### src/rtl/tracker_pkg.sv
// Shared state encoding and servo direction codes for the sweep peak tracker.
// Output decode helpers keep the FSM's registered outputs in one place.
package tracker_pkg;

    typedef enum logic [2:0] {
        ST_IDLE,
        ST_SWEEP,
        ST_PARK,
        ST_HOLD,
        ST_FAULT
    } state_t;

    localparam logic [1:0] DIR_STOP = 2'b00;
    localparam logic [1:0] DIR_CW   = 2'b01;
    localparam logic [1:0] DIR_CCW  = 2'b10;

    function automatic logic [1:0] state_dir(input state_t s);
        logic [1:0] d;
        d = DIR_STOP;
        unique case (s)
            ST_SWEEP:         d = DIR_CW;
            ST_PARK, ST_HOLD: d = DIR_CCW;
            default:          d = DIR_STOP;
        endcase
        return d;
    endfunction

    function automatic logic state_en(input state_t s);
        return (s == ST_SWEEP) || (s == ST_PARK) || (s == ST_HOLD);
    endfunction

    function automatic logic state_max_en(input state_t s);
        return (s == ST_PARK) || (s == ST_HOLD);
    endfunction

    function automatic logic state_busy(input state_t s);
        return (s == ST_SWEEP) || (s == ST_PARK);
    endfunction

endpackage

### src/rtl/peak_detector.sv
// Tracks the strongest ADC reading seen during a sweep and the pulse width
// at which it occurred; later readings must beat the best by more than HYST.
import tracker_pkg::*;

module peak_detector #(
    parameter int ADC_W  = 12,
    parameter int MIN_PW = 50,
    parameter int HYST   = 4
) (
    input  logic             i_clk,
    input  logic             i_rst_n,
    input  logic             i_clear,
    input  logic             i_sample_en,
    input  logic [ADC_W-1:0] i_adc_data,
    input  logic [31:0]      i_pulse_width,
    output logic [ADC_W-1:0] o_best_value,
    output logic [31:0]      o_position,
    output logic             o_peak_valid
);

    logic [ADC_W-1:0] r_best;
    logic [31:0]      r_pos;
    logic             r_valid;
    logic [ADC_W:0]   w_thresh;
    logic             w_better;

    // One extra bit so best+HYST near full scale cannot wrap and re-accept.
    assign w_thresh = {1'b0, r_best} + (ADC_W+1)'(HYST);
    assign w_better = !r_valid || ({1'b0, i_adc_data} > w_thresh);

    always_ff @(posedge i_clk or negedge i_rst_n) begin
        if (!i_rst_n) begin
            r_best  <= '0;
            r_pos   <= 32'(MIN_PW);
            r_valid <= 1'b0;
        end else if (i_clear) begin
            r_valid <= 1'b0;
        end else if (i_sample_en && w_better) begin
            r_best  <= i_adc_data;
            r_pos   <= i_pulse_width;
            r_valid <= 1'b1;
        end
    end

    assign o_best_value = r_best;
    assign o_position   = r_pos;
    assign o_peak_valid = r_valid;

endmodule

### src/rtl/sweep_peak_tracker.sv
// Commands one CW servo sweep, records the brightest position, then parks
// the PWM stage there; includes settle and sweep-timeout supervision.
import tracker_pkg::*;

module sweep_peak_tracker #(
    parameter int ADC_W          = 12,
    parameter int MIN_PW         = 50,
    parameter int MAX_PW         = 250,
    parameter int HYST           = 4,
    parameter int SETTLE_CYCLES  = 50000,
    parameter int TIMEOUT_CYCLES = 2000000
) (
    input  logic             CLK,
    input  logic             RST_N,
    input  logic             START,
    input  logic             STOP,
    input  logic [ADC_W-1:0] ADC_DATA,
    input  logic             ADC_VALID,
    input  logic [31:0]      pulseWidth,
    output logic [1:0]       DIR,
    output logic             EN,
    output logic             max_enable,
    output logic [31:0]      pulseWidth_max,
    output logic [ADC_W-1:0] best_value,
    output logic             BUSY,
    output logic             DONE,
    output logic             ERR
);

    localparam int TO_W = $clog2(TIMEOUT_CYCLES + 1);
    localparam int ST_W = $clog2(SETTLE_CYCLES + 1);

    state_t          r_state;
    state_t          w_next;
    logic            r_restart;
    logic [TO_W-1:0] r_to_cnt;
    logic [ST_W-1:0] r_settle;
    logic [1:0]      r_dir;
    logic            r_en;
    logic            r_max_en;
    logic            r_busy;
    logic            r_done;
    logic            r_err;

    logic            w_end;
    logic            w_to_hit;
    logic            w_settle_hit;
    logic            w_clear;
    logic            w_sample;
    logic            w_peak_valid;

    assign w_end        = pulseWidth >= 32'(MAX_PW);
    assign w_to_hit     = r_to_cnt == TO_W'(TIMEOUT_CYCLES - 1);
    assign w_settle_hit = r_settle == ST_W'(SETTLE_CYCLES - 1);
    assign w_clear      = (w_next == ST_SWEEP) && (r_state != ST_SWEEP);
    assign w_sample     = (r_state == ST_SWEEP) && ADC_VALID && !STOP;

    always_comb begin
        w_next = r_state;
        if (STOP) begin
            w_next = ST_IDLE;
        end else begin
            unique case (r_state)
                ST_IDLE: begin
                    if (START || r_restart) w_next = ST_SWEEP;
                end
                ST_SWEEP: begin
                    if (w_end)         w_next = ST_PARK;
                    else if (w_to_hit) w_next = ST_FAULT;
                end
                ST_PARK: begin
                    if (w_settle_hit) w_next = ST_HOLD;
                end
                ST_HOLD, ST_FAULT: begin
                    if (START) w_next = ST_IDLE;
                end
                default: w_next = ST_IDLE;
            endcase
        end
    end

    always_ff @(posedge CLK or negedge RST_N) begin
        if (!RST_N) begin
            r_state   <= ST_IDLE;
            r_restart <= 1'b0;
            r_to_cnt  <= '0;
            r_settle  <= '0;
            r_dir     <= DIR_STOP;
            r_en      <= 1'b0;
            r_max_en  <= 1'b0;
            r_busy    <= 1'b0;
            r_done    <= 1'b0;
            r_err     <= 1'b0;
        end else begin
            r_state  <= w_next;
            r_dir    <= state_dir(w_next);
            r_en     <= state_en(w_next);
            r_max_en <= state_max_en(w_next);
            r_busy   <= state_busy(w_next);
            r_err    <= (w_next == ST_FAULT);
            r_done   <= (r_state == ST_PARK) && (w_next == ST_HOLD);
            // Remember a HOLD/FAULT restart so a one-cycle START still sweeps.
            r_restart <= !STOP && START &&
                         ((r_state == ST_HOLD) || (r_state == ST_FAULT));
            if ((r_state == ST_SWEEP) && (w_next == ST_SWEEP))
                r_to_cnt <= r_to_cnt + TO_W'(1);
            else
                r_to_cnt <= '0;
            if ((r_state == ST_PARK) && (w_next == ST_PARK))
                r_settle <= r_settle + ST_W'(1);
            else
                r_settle <= '0;
        end
    end

    peak_detector #(
        .ADC_W  (ADC_W),
        .MIN_PW (MIN_PW),
        .HYST   (HYST)
    ) u_peak (
        .i_clk         (CLK),
        .i_rst_n       (RST_N),
        .i_clear       (w_clear),
        .i_sample_en   (w_sample),
        .i_adc_data    (ADC_DATA),
        .i_pulse_width (pulseWidth),
        .o_best_value  (best_value),
        .o_position    (pulseWidth_max),
        .o_peak_valid  (w_peak_valid)
    );

    assign DIR        = r_dir;
    assign EN         = r_en;
    assign max_enable = r_max_en;
    assign BUSY       = r_busy;
    assign DONE       = r_done;
    assign ERR        = r_err;

endmodule

### config.mk
export PLATFORM = sky130hd
export DESIGN_NAME = sweep_peak_tracker
export DESIGN_NICKNAME = d
export VERILOG_FILES = /design/src/rtl/tracker_pkg.sv /design/src/rtl/peak_detector.sv /design/src/rtl/sweep_peak_tracker.sv
export SDC_FILE = /design/constraint.sdc
export NUM_CORES = 1
export LEC_CHECK = 0
export CORE_MARGIN = 2
export CORE_UTILIZATION = 44
export DETAILED_ROUTE_END_ITERATION = 8
export PLACE_DENSITY = 0.8
export SYNTH_ARGS = -nofsm -noshare
export SYNTH_HDL_FRONTEND = slang
export SYNTH_HIERARCHICAL = 1
export SYNTH_SLANG_ARGS = --single-unit
### constraint.sdc
create_clock -name CLK -period 2.7 [get_ports CLK]
set_clock_uncertainty 0.1 [all_clocks]
set_input_delay 0.675 -clock CLK [delete_from_list [all_inputs] [get_ports CLK]]
set_output_delay 0.675 -clock CLK [all_outputs]
set_load 0.05 [all_outputs]
==> impl_metrics.toml, run 1 <==
[worst_setup_path]
startpoint_type = "register"
critical_path_class = "register to register"
crit_path_end_kind = "register"
cp_max_fo = 44
required_ns = 2.83
cp_data_arrival_time_ns = 2.94

[clock_network]
clk_pin_slew_worst_paths_ns = 0.07
ctsHoldBuffers = 0
cts_sinks = 93
cts-buffers-inserted = 9
cts_tree = "built"
insertion_delay_ns = 0.35
htree_levels = 3
clock-root-buffer = "clkbuf_16"
clk_path_buf_depth = 2

[cells_and_area]
antenna_cells = 0
final_cells = 844
final_util = 0.630
area_growth_pct = 41.0
layout-drive-gt1-share = 0.265
final_nets = 756
n_fill_cell = 917

[outcome]
status = "complete, but fails checks"
failed_checks = "setup timing"

[power]
power.density_nw_per_um2 = 951
p_leak_nw = 3.09
vdd_drop_max_v = 0.000742

[routing]
first_pass_iters = 4
num_vias = 4950
wire_per_inst_um = 18.4
antenna_left = 0
vias_per_cell = 5.86
drc = 0
drt-initial-drc-count = 323
drt_wl_total_mm = 15.5

[floorplan]
start_util = 0.447
die_h_um = 114
die_x_um = 114
ios = 100
dieArea_sq_um = 13100
row_count = 40
coreArea_sq_um = 12000

[logic_synthesis]
ys_seq_elements = 93
synthArstFlopShare = 1.00
ys.flop_type = "dfrtp_1"
synth-edff-count = 0
yosysWarnings = 6
synth_area_sq_um = 5350
yosysSeqAreaShare = 0.436
netlist_instances = 541
mappedNetlistNets = 605
synth_cell_types = 52
avgSynthCellArea_sq_um = 9.88

[job]
drv_cap = 0

[sta]
rsz0062_at_grt = "yes"
final.setup.worst_slack_ns = -0.114
drv_slew = 0
setup-tns-final_ns = -3.80
worst_pin_slew_ns = 0.656
hold_violations = 0
period_share = 1.04
min_period_ns = 2.81
max_freq_mhz = 355
finalSetupViolCount = 44
relSlewSlack = 0.561

[grt]
grt_pass1_vias = 5266
met3_usage = 0.0482
grt_use_total = 0.244
grt_pass1_wl_mm = 25.5
antenna_found_initial = 0
busiest_layer = "met2"
grt_use_met2 = 0.417
grt_max_degree = 61
grt_overflow = 0
gr-usage-met1 = 0.306

[placement]
dp.cells = 821
hpwlAfterDp_mm = 10.6
gp_congestion = 0.828
io_buffers = 99

[hold_path]
hold_class = "input pin to async pin"
-- cells by family (layout without fill, tap and decap cells) --
group | count (synthesis) | count (layout) | synth area share
compound gates | 112 | 112 | 0.210
buf+inv | 39 | 194 | 0.0353
flops | 93 | 93 | 0.436
xor+xnor | 41 | 41 | 0.0672
simple gates | 241 | 242 | 0.217
fa+ha+maj | 15 | 15 | 0.0351
-- worst max-delay path: stages, from the launching register on --
cell	delay, ns
dfrtp_2	0.44
ha_4	0.17
and3_4	0.19
nand3_2	0.08
xor2_1	0.18
ha_1	0.27
a21o_1	0.19
a221oi_4	0.29
o21ai_4	0.10
buf_6	0.24
o2111ai_1	0.30
o211ai_2	0.12
-- path summary, 6_finish.rpt --
path	startpoint	end	slack, ns	cells after the start
max in group asynchronous	RST_N	r_to_cnt[6]$_DFF_PN0_	1.64	2
worst max-delay path	u_peak/o_best_value[3]$_DFFE_PN0P_	u_peak/o_position[14]$_DFFE_PN0P_	-0.11	11
worst max register to register	u_peak/o_best_value[3]$_DFFE_PN0P_	u_peak/o_position[14]$_DFFE_PN0P_	-0.11	11
worst min-delay path	RST_N	u_peak/o_best_value[5]$_DFFE_PN0P_	0.19	1
worst min register to register	r_to_cnt[0]$_DFF_PN0_	r_to_cnt[0]$_DFF_PN0_	0.37	1
min in group CLK	r_to_cnt[0]$_DFF_PN0_	r_to_cnt[0]$_DFF_PN0_	0.37	1
-- cells in the final DEF, fill, tap and decap left out, types with 4 or more instances in the layout --
cell             instances
nand2_1                103
clkdlybuf4s50_1         98
dfrtp_1                 82
buf_4                   65
nor2_1                  50
o211ai_2                40
o2111ai_1               29
xor2_1                  27
nand3_1                 19
o2111ai_2               15
xnor2_1                 14
ha_1                    14
nand4_1                 12
clkbuf_16                9
and3_1                   8
dfrtp_2                  8
nor4_1                   7
buf_12                   7
a21oi_1                  5
and3_4                   5
nor2b_1                  5
a21o_1                   4
nand2b_1                 4
inv_1                    4
and4_1                   4
o211ai_1                 4
buf_6                    4
-- power breakdown --
part	switching, W	internal (W)
combinational	0.00233	0.00144
sequential	0.000264	0.00177
clock	0.000554	0.000806
-- registers in the layout (all words and copies together) (netlist names) --
signal / count
DONE: 1
u_peak/o_peak_valid: 1
max_enable: 1
u_peak/o_position: 32
r_state: 3
r_to_cnt: 21
DIR: 2
r_settle: 16
r_restart: 1
EN: 1
ERR: 1
u_peak/o_best_value: 12
BUSY: 1
-- synthesized netlist by cell type, types with 2 or more instances --
cell type / number / area share
dfstp_2: 3 / 0.015
xor2_1: 27 / 0.044
nor2_1: 51 / 0.036
buf_6: 5 / 0.011
o2111ai_1: 44 / 0.072
dfrtp_1: 90 / 0.42
inv_1: 4 / 0.0028
nand2b_1: 5 / 0.0058
nor4_1: 9 / 0.011
nor3_1: 3 / 0.0028
o211ai_2: 40 / 0.094
and4_1: 4 / 0.0066
ha_1: 15 / 0.035
and3_4: 3 / 0.0063
a21oi_1: 5 / 0.0047
nand3_1: 20 / 0.019
nor3b_1: 2 / 0.0028
o22a_1: 2 / 0.0033
buf_2: 4 / 0.0037
nor2b_1: 5 / 0.0058
o211ai_1: 4 / 0.0056
a21o_1: 4 / 0.0056
or2_2: 2 / 0.0023
clkbuf_1: 26 / 0.018
o31ai_1: 2 / 0.0028
nand2_1: 103 / 0.072
and3_1: 10 / 0.012
nand4_1: 12 / 0.014
xnor2_1: 14 / 0.023
-- cell type report --
| type | instances | area (sq um) | share of cell area |
|---|---|---|---|
| inverter | 4 | 15.0 | 0.00199 |
| timing repair buffer | 174 | 1650 | 0.219 |
| clock inverter | 7 | 90.1 | 0.0119 |
| tap | 147 | 184 | 0.0244 |
| clock buffer | 9 | 225 | 0.0299 |
| multi-input combinational | 410 | 3030 | 0.402 |
| sequential | 93 | 2340 | 0.310 |
-- timing repair --
action | 4_1_cts | 5_1_grt
resized for setup | 11 | 16
endpoints found under the setup margin | 44 | 71
pin swaps | 3 | 1
setup buffers | 5 | 1
cloned | 1 | 0
hold endpoints to repair | 0 | 0
-- metrics by stage --
step           cell area, sq um  setup WS, ns  total power (W)  hold slack [ns]
2_1_floorplan              5400        -0.190          0.00428            0.279
3_3_place_gp               7010        -0.402          0.00557            0.345
3_5_place_dp               7010        -0.499          0.00565            0.362
4_1_cts                    7430       -0.0640          0.00711            0.197
5_1_grt                    7540        -0.241          0.00749            0.214
6_report                   7540        -0.114          0.00717            0.191
-- routing by layer --
layer / vias up / wire [um] / share of wire
li1: 2290 / - / -
met1: 2469 / 6370 / 0.41
met2: 164 / 7930 / 0.51
met3: 27 / 920 / 0.059
met4: 0 / 280 / 0.018
met5: - / 0 / 0
No activity file was read; power rests on OpenSTA's default activity.
==> inputs of run 2 (changes only) <==
Settings changed: ABC_CLOCK_PERIOD_IN_PS set to 2700.
==> results of run 2 <==
No change in the layout: final DEF, timing and power equal those of run 1.
